$ cat src/rtl/btn_evt_pkg.sv
// Shared types and default timing constants for the button event decoder.
package btn_evt_pkg;

  typedef enum logic [2:0] {
    IDLE,
    PRESSED,
    WAIT2,
    PRESSED2,
    LONG
  } state_t;

  // Defaults assume a 100 MHz clk.
  localparam int DEF_LONG_CYCLES   = 100_000_000;
  localparam int DEF_DCLICK_CYCLES = 30_000_000;
  localparam int DEF_REPEAT_CYCLES = 20_000_000;
  localparam int DEF_CNT_W         = 27;

endpackage

$ cat src/rtl/edge_detect.sv
// Registered one-cycle delay of d with combinational rise/fall strobes.
module edge_detect #(
  parameter logic RST_VAL = 1'b0
) (
  input  logic clk,
  input  logic rst,
  input  logic d,
  output logic rise,
  output logic fall
);

  logic d_q;
  logic d_d;

  always_comb begin
    d_d = d;
  end

  // A reset value of 1 hides a level that is already high when reset lifts.
  always_ff @(posedge clk) begin
    if (rst) begin
      d_q <= RST_VAL;
    end else begin
      d_q <= d_d;
    end
  end

  assign rise = d & ~d_q;
  assign fall = ~d & d_q;

endmodule

$ cat src/rtl/button_event_decoder.sv
// Classifies debounced presses into click / double click / long press pulses.
// Optional auto-repeat while held long is built when BTN_REPEAT_EN is defined.
module button_event_decoder
  import btn_evt_pkg::*;
#(
  parameter int LONG_CYCLES   = DEF_LONG_CYCLES,
  parameter int DCLICK_CYCLES = DEF_DCLICK_CYCLES,
  parameter int REPEAT_CYCLES = DEF_REPEAT_CYCLES,
  parameter int CNT_W         = DEF_CNT_W
) (
  input  logic clk,
  input  logic rst,
  input  logic clean,
  output logic click,
  output logic dclick,
  output logic long_press,
  output logic repeat_o,
  output logic busy
);

  localparam logic [CNT_W-1:0] LONG_LAST   = CNT_W'(LONG_CYCLES - 1);
  localparam logic [CNT_W-1:0] DCLICK_LAST = CNT_W'(DCLICK_CYCLES - 1);

  if ((LONG_CYCLES < 1) || (DCLICK_CYCLES < 1) || (REPEAT_CYCLES < 1) ||
      (longint'(LONG_CYCLES) >= (longint'(1) << CNT_W)) ||
      (longint'(DCLICK_CYCLES) >= (longint'(1) << CNT_W)) ||
      (longint'(REPEAT_CYCLES) >= (longint'(1) << CNT_W))) begin : g_cfg_err
    $error("button_event_decoder: cycle parameters must be >= 1 and fit in CNT_W");
  end

  logic rise;
  logic fall;

  edge_detect #(
    .RST_VAL(1'b1)
  ) u_edge (
    .clk (clk),
    .rst (rst),
    .d   (clean),
    .rise(rise),
    .fall(fall)
  );

  state_t             state_q, state_d;
  logic [CNT_W-1:0]   cnt_q, cnt_d;
  logic               click_q, click_d;
  logic               dclick_q, dclick_d;
  logic               long_q, long_d;

  // Edges win over timeouts: a fall beats the long threshold, a rise beats
  // the double-click window closing.
  always_comb begin
    state_d  = state_q;
    cnt_d    = cnt_q;
    click_d  = 1'b0;
    dclick_d = 1'b0;
    long_d   = 1'b0;
    case (state_q)
      IDLE: begin
        if (rise) begin
          state_d = PRESSED;
          cnt_d   = '0;
        end
      end
      PRESSED: begin
        if (fall) begin
          state_d = WAIT2;
          cnt_d   = '0;
        end else if (cnt_q == LONG_LAST) begin
          state_d = LONG;
          cnt_d   = '0;
          long_d  = 1'b1;
        end else begin
          cnt_d = cnt_q + 1'b1;
        end
      end
      WAIT2: begin
        if (rise) begin
          state_d = PRESSED2;
          cnt_d   = '0;
        end else if (cnt_q == DCLICK_LAST) begin
          state_d = IDLE;
          cnt_d   = '0;
          click_d = 1'b1;
        end else begin
          cnt_d = cnt_q + 1'b1;
        end
      end
      PRESSED2: begin
        if (fall) begin
          state_d  = IDLE;
          cnt_d    = '0;
          dclick_d = 1'b1;
        end else if (cnt_q == LONG_LAST) begin
          state_d = LONG;
          cnt_d   = '0;
          long_d  = 1'b1;
        end else begin
          cnt_d = cnt_q + 1'b1;
        end
      end
      LONG: begin
        if (fall) begin
          state_d = IDLE;
          cnt_d   = '0;
        end
      end
      default: begin
        state_d = IDLE;
        cnt_d   = '0;
      end
    endcase
  end

  always_ff @(posedge clk) begin
    if (rst) begin
      state_q  <= IDLE;
      cnt_q    <= '0;
      click_q  <= 1'b0;
      dclick_q <= 1'b0;
      long_q   <= 1'b0;
    end else begin
      state_q  <= state_d;
      cnt_q    <= cnt_d;
      click_q  <= click_d;
      dclick_q <= dclick_d;
      long_q   <= long_d;
    end
  end

`ifdef BTN_REPEAT_EN
  localparam logic [CNT_W-1:0] REPEAT_LAST = CNT_W'(REPEAT_CYCLES - 1);

  logic [CNT_W-1:0] rep_cnt_q, rep_cnt_d;
  logic             repeat_q, repeat_d;

  // rep_cnt sits at 0 outside LONG, so it starts counting on the long_press edge.
  always_comb begin
    rep_cnt_d = '0;
    repeat_d  = 1'b0;
    if ((state_q == LONG) && !fall) begin
      if (rep_cnt_q == REPEAT_LAST) begin
        repeat_d = 1'b1;
      end else begin
        rep_cnt_d = rep_cnt_q + 1'b1;
      end
    end
  end

  always_ff @(posedge clk) begin
    if (rst) begin
      rep_cnt_q <= '0;
      repeat_q  <= 1'b0;
    end else begin
      rep_cnt_q <= rep_cnt_d;
      repeat_q  <= repeat_d;
    end
  end

  assign repeat_o = repeat_q;
`else
  assign repeat_o = 1'b0;
`endif

  assign click      = click_q;
  assign dclick     = dclick_q;
  assign long_press = long_q;
  assign busy       = (state_q != IDLE);

endmodule
$ cat config.mk
export PLATFORM = sky130hd
export DESIGN_NAME = button_event_decoder
export DESIGN_NICKNAME = d
export VERILOG_FILES = /design/src/rtl/btn_evt_pkg.sv /design/src/rtl/edge_detect.sv /design/src/rtl/button_event_decoder.sv
export SDC_FILE = /design/constraint.sdc
export NUM_CORES = 1
export LEC_CHECK = 0
export BUFFER_PORTS_ARGS = -buffer_cell sky130_fd_sc_hd__buf_2
export CORE_UTILIZATION = 40
export DETAILED_ROUTE_END_ITERATION = 10
export MAX_ROUTING_LAYER = met4
export PLACE_DENSITY = 0.66
export SYNTH_ARGS = -nofsm -noshare
export SYNTH_HDL_FRONTEND = slang
export SYNTH_SLANG_ARGS = --single-unit
export TNS_END_PERCENT = 1
$ cat constraint.sdc
create_clock -name clk -period 1.95 [get_ports clk]
set_input_delay 0.0975 -clock clk [delete_from_list [all_inputs] [get_ports clk]]
set_output_delay 0.0975 -clock clk [all_outputs]
set_load 0.01 [all_outputs]
# Word-level counts from Yosys, hierarchy flattened
# Index checks and enable logic that the tools add are counted.
# word_totals
inputBits	3
output_inout_bits	5
regBits	34
# classes
n_eq_ne	9
reduce_logical	8
n_mux	18
n_addsub	1
bitwise_logic	7
# ops
op	n
27-bit two-way mux	6
27-bit case mux with 4 select lines	1
27-bit by 1-bit adder with 27-bit output (second input constant)	1
27-bit by 25-bit equality test with 1-bit output (second input constant)	1
27-bit equality test (second input constant)	1
3-bit two-way mux	7
3-bit case mux with 5 select lines	1
3-bit by 2-bit equality test with 1-bit output (second input constant)	2
3-bit OR reduction	2
1-bit NOT	5
2-bit inequality test (second input constant)	2
2-bit OR reduction	2
3-bit by 1-bit equality test with 1-bit output (second input constant)	1
3-bit equality test (second input constant)	1
3-bit zero test	1
1-bit two-way mux	3
3-bit inequality test (second input constant)	1
3-bit AND reduction	1
3-bit nonzero test	1
1-bit bitwise AND	2
2-bit AND reduction	1

# Longest topological paths before layout
# Gate-level depths: netlist (run 1).
# depth
depth_word	4
ltp_mapped	8

# Cells and area by module
# A second synthesis (run 1) with hierarchy kept.
# unflattened
hier_cells	199
area_unflattened_um2	1844.3
# modules_own_cells
module	n_inst	seq_area_each_um2	cells_each	area_each_um2
button_event_decoder	1	660.6	195	1804.2
edge_detect	1	20.0	4	40.0

# Worst setup path before layout (run 1)
# Ideal clock, no wire load.
# synth_timing
path_type	register to register
from	register cnt_q[0]
to	register cnt_q[3]
required_time_ns	1.835
arrival_time_ns	1.729
setup_slack_ns	0.106
period_less_slack_ns	1.844
stages_incl_launch_ff	9
cell_sequence	dfxtp_1 -> ha_1 -> and3_1 -> nand2_1 -> nor4_2 -> nor2_1 -> o21bai_4 -> buf_6 -> nor2_2
# synth_via
elab_chain_cells	4
# synth_rtl
item	line	source
start, declared	button_event_decoder.sv:45	logic [CNT_W-1:0] cnt_q, cnt_d;
start signal, assigned	button_event_decoder.sv:124	cnt_q <= cnt_d;
27-bit by 1-bit adder with 27-bit output, or another cell as far along	button_event_decoder.sv:74, button_event_decoder.sv:86, button_event_decoder.sv:99	
27-bit two-way mux (on tied branches)	button_event_decoder.sv:69, button_event_decoder.sv:94, button_event_decoder.sv:81	
27-bit two-way mux (on tied branches)	button_event_decoder.sv:66, button_event_decoder.sv:78	
27-bit case mux with 4 select lines (*)	button_event_decoder.sv:58	case (state_q)
# Every way passes the cells marked *; elsewhere a longest branch is shown, timed or not.
# A chain may end at the register's enable or synchronous reset.

# Final worst setup path (run 1)
# layout_timing
from	register cnt_q[19]
to	register cnt_q[11]
# layout_via
elab_chain_cells	4
# layout_rtl
item	line
27-bit equality test or 27-bit by 25-bit equality test with 1-bit output (tied branches)	button_event_decoder.sv:69, button_event_decoder.sv:94, button_event_decoder.sv:81
27-bit two-way mux (on tied branches)	button_event_decoder.sv:69, button_event_decoder.sv:94, button_event_decoder.sv:81
27-bit two-way mux (on tied branches)	button_event_decoder.sv:66, button_event_decoder.sv:78
27-bit case mux with 4 select lines (*)	button_event_decoder.sv:58
# Marks and branches as above.

==> run_results.csv, run 1 <==
group,metric,value,unit
grt,grt_max_degree,24,
grt,grt.busiest_layer,"met2",
clocking,clkSinkCount,34,
grt,grt_pass1_wl,6030,um
timing,setup_viol,0,
drt,via_per_inst,5.19,
power_and_ir_drop,powerDensity,697,nW/um2
synthesis,ys_seq_area_frac,0.394,
grt,grt_pass1_vias,1305,
drt,dr_total_vias,1423,
timing,rsz0062_at_grt,"true",
placement,gp_congestion,0.779,
timing,whs,0.0605,ns
clocking,cts_hold_buffers,0,
clocking,cts_inserted_buffers,5,
cells_and_area,layout_commonest_cell,"dfxtp_1",
synthesis,synthTopCellsByArea,"dfxtp_1 39%, xor2_1 7.6%, nor2_1 4.8%",
hold_path,hp-start,"clean",
power_and_ir_drop,irDropWorstVdd,374,uV
cells_and_area,fin_area,2160,um2
placement,dpl.cell_count,264,
critical_path,end_kind,"flip-flop",
timing,fmax,525,MHz
hold_path,holdPathStages,2,
placement,hpwl,2540,um
synthesis,synthCells,186,
run,cap_violations,0,
critical_path,critPathMaxFanout,11,
synthesis,netlist.area_leader.share,0.394,
power_and_ir_drop,leakagePower,0.828,nW
grt,grt_util_met1,0.234,
timing,drv_slew,0,
critical_path,r2r_cells,6,
critical_path,arrival,2.08,ns
timing,post-route-period-util,0.976,
cells_and_area,n_antenna_cell,0,
clocking,clk_latency,0.28,ns
power_and_ir_drop,totalPowerFinal,1.51,mW
grt,grt_usage,0.183,
clocking,root_buffer,"clkbuf_8",
status,status,"finished clean",
hold_path,worst_hold_path_type,"in2reg",
drt,wl_per_cell,13.2,um
synthesis,yosysWarnings,0,
timing,finClkSkew,0.00810,ns
die,dieArea,4590,um2
die,rows,23,
clocking,clk_pin_slew,0.07,ns
die,die_h,67.7,um
drt,ant_nets,0,
die,die_w,67.7,um
clocking,cts_max_level,2,
timing,finalHoldViolCount,0,
placement,placed_cell_area,1990,um2
grt,met3_usage,0.0405,
die,core-area,4090,um2
critical_path,r2r-start,"cnt_q[19]",
grt,antenna_found_initial,0,
synthesis,synth_area,1730,um2
critical_path,r2r_end,"cnt_q[11]",
grt,grt_use_met2,0.280,
placement,port_buffers,6,
drt,wl,3620,um
critical_path,rrSetupSlack,0.05,ns
critical_path,start_kind,"flip-flop",
synthesis,postSynthRegisterBits,34,
die,start_util,0.423,
cells_and_area,final_nets,227,
drt,drt_iter0_markers,149,
clocking,cts_buffer_depth,2,
critical_path,cp.required,2.13,ns
cells_and_area,final_cell_mix,"30 x dfxtp_1, 25 x buf_4, 21 x nor2_1",
drt,drc,0,
synthesis,avgSynthCellArea,9.29,um2
cells_and_area,drive_above_1_share,0.339,
cells_and_area,synthToLayoutAreaGrowth,25.1,%
synthesis,ys_types,43,
cells_and_area,fin_cells,274,
critical_path,crit_type,"reg2reg",
hold_path,holdPathEnd,"u_edge.d_q",
timing,fin_crit,1.90,ns
clocking,cts_tree,"built",
die,ios,8,
synthesis,syn-num-nets,190,
grt,overflow,0,
drt,dr.pass1.iters,4,
synthesis,yosys.area.top_type,"dfxtp_1",
what timing repair did:
action	CTS	global route
gates resized for setup	0	10
endpoints found under the hold margin	0	0
setup buffers	0	1
setup endpoints to repair	0	24
cells by family (layout without fill, tap and decap cells):
logic type                 count (synthesis)  in the layout  share of synthesized area
and+or+nand+nor                          102            102                      0.366
DFF                                       34             34                      0.394
AOI/OAI and AO/OA                         20             20                     0.0963
xor gates and xnor gates                  20             20                      0.101
buffers and inverters                      8             46                     0.0326
adders and majority gates                  1              1                    0.00724
other                                      1              1                    0.00217
worst max-delay path by stage:
stage,from,to,slack [ns]
floorplan,cnt_q[0],cnt_q[3],0.11
global placement,u_edge.d_q,cnt_q[17],0.02
detailed placement,cnt_q[1],cnt_q[18],0.04
CTS,cnt_q[1],cnt_q[18],0.03
global route,cnt_q[10],cnt_q[26],-0.02
finish,cnt_q[19],cnt_q[11],0.05
registers in the layout, summed over array words and instances (netlist names):
| register | count |
|---|---|
| dclick | 1 |
| state_q | 3 |
| u_edge.d_q | 1 |
| cnt_q | 27 |
| click | 1 |
| long_press | 1 |
synth_stat cells:
| cell type | instances |
|---|---|
| conb_1 | 1 |
| and2_1 | 2 |
| nor4_2 | 1 |
| nor3_1 | 5 |
| and4_1 | 3 |
| buf_4 | 1 |
| nor4_4 | 2 |
| a21oi_1 | 7 |
| a31oi_1 | 3 |
| inv_1 | 3 |
| nand3_1 | 11 |
| ha_1 | 1 |
| o21bai_2 | 1 |
| nand4b_1 | 1 |
| a2111oi_4 | 1 |
| buf_6 | 3 |
| a211oi_1 | 1 |
| xor2_1 | 15 |
| nand3b_1 | 2 |
| or2_2 | 2 |
| o31ai_1 | 1 |
| clkbuf_1 | 1 |
| o21bai_4 | 1 |
| nand4_1 | 7 |
| and2b_4 | 1 |
| nor3b_1 | 1 |
| nor2_1 | 22 |
| nor4b_2 | 1 |
| or3b_2 | 1 |
| nor4b_4 | 1 |
| a22oi_1 | 1 |
| and3_1 | 4 |
| nor3b_2 | 1 |
| nand2_1 | 15 |
| nand2b_1 | 3 |
| or4_1 | 1 |
| o22ai_1 | 1 |
| xnor2_1 | 5 |
| and4bb_2 | 2 |
| nor2_2 | 12 |
| a311oi_1 | 3 |
| or4_4 | 1 |
| dfxtp_1 | 34 |
per-layer routing:
layer | vias up | wire length [um]
li1 | 731 | -
met1 | 652 | 1730
met4 | 0 | 42
met2 | 36 | 1670
met3 | 4 | 170
met5 | - | 0
layout make-up:
type,instances,area (um2)
clock inverters,1,30.0
clock buffers,7,76.3
flip-flops and latches,34,686
well taps,50,62.6
inverters,3,11.3
fillers,364,1930
repair buffers,35,285
multi-input cells,144,1010
worst max-delay path, stage by stage, from the launching register on:
cell and delay, ns:
dfxtp_2 0.37, or3b_2 0.48, nor4_4 0.33, o21bai_2 0.12
o21bai_4 0.24, clkbuf_16 0.21, nor2_1 0.05
stage by stage:
stage | utilization | setup TNS (ns) | setup slack [ns]
floorplan | - | 0 | 0.106
global placement | 0.487 | 0 | 0.0225
detailed placement | 0.487 | 0 | 0.0374
CTS | 0.513 | 0 | 0.0276
global route | 0.529 | -0.278 | -0.0234
finish | 0.529 | 0 | 0.0467
power by group:
| part | internal, mW | total, mW | switching, mW |
|---|---|---|---|
| registers | 0.703 | 0.713 | 0.00977 |
| logic | 0.0771 | 0.167 | 0.0904 |
| clock network | 0.382 | 0.625 | 0.242 |
| total | 1.16 | 1.51 | 0.343 |
No activity file was read; power rests on OpenSTA's default activity.
==> run 2: changes to the inputs <==
CORE_UTILIZATION = 50   (was 40)
PLACE_DENSITY = 0.78   (was 0.66)
==> run 2 against run 1 <==
Power down 11%. Cell count down 7.3%. Sequential cell count unchanged. Sequential power about the same. Count of clock-buffer cells in the layout up 1. Critical path depth up 2.
==> run_results.csv, run 2 (synthesis results as in run 1) <==
group,metric,value,unit
drt,drt_iter0_markers,108,
power_and_ir_drop,totalPowerFinal,1.33,mW
cells_and_area,reg_top3,"cnt_q (27), state_q (3)",
critical_path,start_kind,"flip-flop",
die,dieArea,3690,um2
die,core-area,3150,um2
power_and_ir_drop,pwr-share-seq,0.537,
critical_path,r2r_cells,8,
clocking,cts_tree,"built",
power_and_ir_drop,irDropWorstVdd,702,uV
grt,grt_max_degree,12,
timing,setup_viol,0,
cells_and_area,final_nets,213,
die,rows,20,
grt,grt_usage,0.237,
placement,gp_congestion,0.792,
grt,grt_pass1_wl,6130,um
drt,wl_per_cell,14.0,um
placement,placed_cell_area,1870,um2
critical_path,cp.depth,8,
die,die_w,60.8,um
clocking,root_buffer,"clkbuf_4",
drt,ant_nets,0,
critical_path,cp.buffers_inverters,2,
cells_and_area,largest_register_ffs,27,
grt,grt_use_met2,0.378,
grt,met3_usage,0.0512,
critical_path,worstPathCellList,"and2b_4 > a2111oi_4 > buf_6 > nor4_4 > buf_4 > nand4_1 > xor2_1 > nor2_2",
cells_and_area,final_cell_mix,"31 x dfxtp_1, 21 x nor2_1, 15 x xor2_1",
cells_and_area,drive_above_1_share,0.300,
critical_path,end_kind,"flip-flop",
power_and_ir_drop,leakagePower,0.737,nW
timing,finalHoldViolCount,0,
power_and_ir_drop,p_sw,0.321,mW
cells_and_area,synthToLayoutAreaGrowth,15.2,%
timing,finClkSkew,0.0112,ns
drt,drc,0,
cells_and_area,layout_commonest_cell,"dfxtp_1",
drt,via_per_inst,5.58,
cells_and_area,fin_area,1990,um2
grt,grt_util_met1,0.287,
grt,grt_pass1_vias,1363,
critical_path,crit_type,"reg2reg",
drt,dr_total_vias,1418,
timing,post-route-period-util,0.943,
grt,overflow,0,
clocking,cts_buffer_depth,2,
clocking,clk_pin_slew,0.10,ns
power_and_ir_drop,powerDensity,670,nW/um2
clocking,clkSinkCount,34,
placement,port_buffers,6,
critical_path,rrSetupSlack,0.11,ns
critical_path,cpPeakStageDelay,0.36,ns
placement,hpwl,2670,um
critical_path,crit_end,"cnt_q[17]",
critical_path,arrival,2.07,ns
critical_path,critical-path-slowest-cell,"dfxtp_1",
run,cap_violations,0,
status,status,"finished clean",
timing,fin_crit,1.84,ns
critical_path,crit_family,"simple AND/OR/NAND/NOR gates",
cells_and_area,n_antenna_cell,0,
critical_path,critPathMaxFanout,10,
die,start_util,0.548,
timing,drv_slew,0,
critical_path,crit_start,"u_edge.d_q",
cells_and_area,top_register,"cnt_q",
grt,antenna_found_initial,0,
power_and_ir_drop,intPower,1.01,mW
drt,dr.pass1.iters,4,
hold_path,worst_hold_path_type,"in2reg",
drt,wl,3560,um
critical_path,r2r-start,"u_edge.d_q",
power_and_ir_drop,p_clk_frac,0.352,
timing,whs,0.0156,ns
power_and_ir_drop,comb_power_share,0.111,
clocking,cts_inserted_buffers,5,
timing,fmax,544,MHz
clocking,clk_latency,0.33,ns
power_and_ir_drop,netSwitchingFraction,0.241,
die,die_h,60.8,um
cells_and_area,fill_cells,281,
critical_path,r2r_end,"cnt_q[17]",
die,ios,8,
clocking,cts_max_level,2,
critical_path,cp.required,2.18,ns
grt,grt.busiest_layer,"met2",
## run 2: repair_timing
action                                  in CTS  in global routing
pin swaps                                    1                  4
hold buffers                                 0                  0
gates resized for setup                      1                  9
endpoints found under the setup margin       8                 27
cloned                                       0                  0
buffers inserted                             0                  2
## run 2: layer usage
metal	vias to the layer above	wire length (um)
met5	-	0
met2	31	1750
li1	704	-
met1	673	1620
met3	10	109
met4	0	68
## run 2: worst min path at each step
stage	slack, ns	endpoint	from	depth (start not counted)
floorplan	0.22	u_edge.d_q	clean	1
global route	0.004	u_edge.d_q	clean	2
detailed placement	0.36	u_edge.d_q	clean	2
CTS	0.01	u_edge.d_q	clean	2
global placement	0.34	u_edge.d_q	clean	2
finish	0.02	u_edge.d_q	clean	2
## run 2: cell type report
cell class / instances / area [um2] / share of cell area
inverter: 3 / 11.3 / 0.00566
timing repair buffer: 21 / 154 / 0.0773
multi-input combinational: 144 / 1010 / 0.506
sequential: 34 / 684 / 0.344
clock buffer: 8 / 78.8 / 0.0396
tap: 44 / 55.1 / 0.0277
## run 2: power by group through the flow
| stage | Sequential [mW] | Combinational (mW) | Clock (mW) |
|---|---|---|---|
| after CTS | 0.714 | 0.140 | 0.481 |
| after floorplan | 0.728 | 0.112 | 0 |
| after global routing | 0.717 | 0.161 | 0.518 |
| after global placement | 0.729 | 0.133 | 0 |
| after detailed placement | 0.731 | 0.139 | 0 |
| final | 0.716 | 0.148 | 0.469 |
## run 2: stage by stage
stage          std cells  worst slack (ns)   util   TNS [ns]
3_3_place_gp         244             0.115  0.592          0
6_report             254             0.111  0.631          0
5_1_grt              254         -0.000541  0.631  -0.000541
4_1_cts              252            0.0297  0.619          0
2_1_floorplan        186             0.106      -          0
3_5_place_dp         244         -0.000593  0.592  -0.000593
## run 2: worst register-to-register path, delay by kind of cell, from the launching register on
kind | cells | cell delay, ns
buffers and inverters | 2 | 0.37
AOI/OAI and AO/OA | 1 | 0.36
DFF | 1 | 0.36
and+or+nand+nor | 4 | 0.41
xor gates and xnor gates | 1 | 0.24
==> run 3: changes to the inputs <==
PLACE_DENSITY = 0.69   (was 0.78)
==> run 3 against run 2 <==
Non-clock buffer count grew 1. Hold slack better by 0.048 ns. Clock power fell by 13%. Highest routed layer unchanged. Clock skew is 0.0018 ns lower. Maximum frequency fell by 2.6%. Wire length down 2.4%. Global-route usage fell by 2.1 points. Sequential share of layout area fell by 0.17 points. Sequential cell count unchanged. Worst setup slack got worse by 0.049 ns.
==> run_results.csv, run 3 (synthesis results as in run 1) <==
group,metric,value,unit
status,status,"finished clean",
critical_path,r2r_cells,7,
grt,antenna_found_initial,0,
cells_and_area,layout_commonest_cell,"dfxtp_1",
critical_path,r2r_end,"cnt_q[22]",
cells_and_area,fill_cells,279,
clocking,cts_inserted_buffers,5,
die,rows,20,
power_and_ir_drop,leakagePower,0.744,nW
critical_path,critical-path-slowest-cell,"dlygate4sd3_1",
drt,dr_total_vias,1407,
cells_and_area,n_antenna_cell,0,
clocking,cts_buffer_depth,2,
drt,drt_iter0_markers,108,
timing,finClkSkew,0.00938,ns
cells_and_area,final_cell_mix,"30 x dfxtp_1, 20 x nor2_1, 15 x xor2_1",
drt,dr.pass1.iters,4,
grt,grt_usage,0.216,
cells_and_area,fin_area,2000,um2
cells_and_area,drive_above_1_share,0.299,
die,dieArea,3690,um2
grt,grt_max_degree,21,
placement,place_worst_setup_slack,0.0145,ns
timing,rsz0062_at_grt,"true",
clocking,clk_latency,0.34,ns
hold_path,worst_hold_path_type,"in2reg",
cells_and_area,top_register,"cnt_q",
clocking,clkSinkCount,34,
critical_path,critPathMaxFanout,12,
timing,fin_crit,1.89,ns
die,core-area,3150,um2
critical_path,end_kind,"flip-flop",
critical_path,rrSetupSlack,0.10,ns
critical_path,cp.required,2.20,ns
cells_and_area,final_nets,214,
placement,port_buffers,6,
die,die_h,60.8,um
clocking,cts_max_level,2,
grt,grt_pass1_wl,5620,um
critical_path,worstPathCellList,"dlygate4sd3_1 > buf_2 > and2b_4 > a2111oi_4 > buf_12 > or4_4 > nor2_1 > xnor2_1 > nor2_1",
grt,grt_pass1_vias,1259,
critical_path,start_kind,"input port",
drt,ant_nets,0,
clocking,cts_tree,"built",
drt,wl_per_cell,13.6,um
timing,finalHoldViolCount,0,
cells_and_area,largest_register_ffs,27,
hold_path,hp-start,"rst",
clocking,root_buffer,"clkbuf_4",
critical_path,crit_type,"in2reg",
timing,fmax,530,MHz
die,die_w,60.8,um
hold_path,holdPathStages,2,
power_and_ir_drop,powerDensity,639,nW/um2
die,start_util,0.548,
clocking,clk_pin_slew,0.10,ns
timing,post-route-period-util,0.968,
critical_path,cpPeakStageDelay,0.53,ns
drt,wl,3470,um
run,cap_violations,0,
hold_path,holdPathEnd,"long_press",
critical_path,r2r-start,"cnt_q[25]",
placement,gp_congestion,0.843,
critical_path,crit_top_cell,"nor2_1",
drt,drc,0,
cells_and_area,reg_top3,"cnt_q (27), state_q (3)",
grt,overflow,0,
power_and_ir_drop,irDropWorstVdd,360,uV
placement,hpwl,2490,um
cells_and_area,synthToLayoutAreaGrowth,16.0,%
placement,placed_cell_area,1880,um2
timing,drv_slew,0,
timing,worst_slack,0.0615,ns
drt,via_per_inst,5.52,
die,ios,8,
timing,setup_viol,0,
critical_path,arrival,2.13,ns
## run 3: power by group
part | internal, mW | switching [mW]
combinational | 0.0719 | 0.0885
clock | 0.175 | 0.231
sequential | 0.704 | 0.0113
total | 0.950 | 0.331
## run 3: per-layer routing
layer  vias up  global-route usage  part of all wire
met5         -                   -                 0
met4         0               0.120             0.011
met3         4              0.0405             0.046
met2        38               0.317              0.46
met1       659               0.277              0.48
li1        706                   -                 -
## run 3: worst max path at each step
stage	start	endpoint	slack (ns)	cells after the start
3_5_place_dp	cnt_q[0]	cnt_q[22]	0.01	8
3_3_place_gp	cnt_q[0]	cnt_q[22]	0.11	8
2_1_floorplan	cnt_q[0]	cnt_q[3]	0.11	8
6_report	clean	cnt_q[13]	0.06	9
4_1_cts	cnt_q[0]	cnt_q[22]	0.02	8
5_1_grt	cnt_q[25]	cnt_q[1]	-0.002	7
## run 3: layout make-up
class	count	area, um2	share of cell area
multi-input cells	144	1010	0.506
flip-flops and latches	34	686	0.342
repair buffers	22	178	0.0886
clock buffers	7	55.1	0.0275
well taps	44	55.1	0.0275
inverters	3	11.3	0.00562
clock inverters	1	5.00	0.00250
## run 3: per-stage QoR
stage	utilization	hold slack (ns)	instances	total power, mW	TNS, ns
6_report	0.636	0.0636	255	1.28	0
5_1_grt	0.636	0.0585	255	1.34	-0.00222
4_1_cts	0.619	0.0511	252	1.28	0
3_5_place_dp	0.597	0.359	243	0.877	0
3_3_place_gp	0.597	0.338	243	0.874	0
2_1_floorplan	-	0.218	186	0.840	0
## run 3: what timing repair did
action                     in CTS  in global routing
hold endpoints to repair        1                  0
setup endpoints to repair       0                 25
setup buffers                   0                  3
hold buffers                    1                  0
resized for setup               0                 10
## run 3: worst max-delay path, delay by kind of cell
kind	cells	cell delay, ns
compound gates	1	0.08
xor+xnor	1	0.13
buf+inv	3	0.83
simple gates	4	1.00
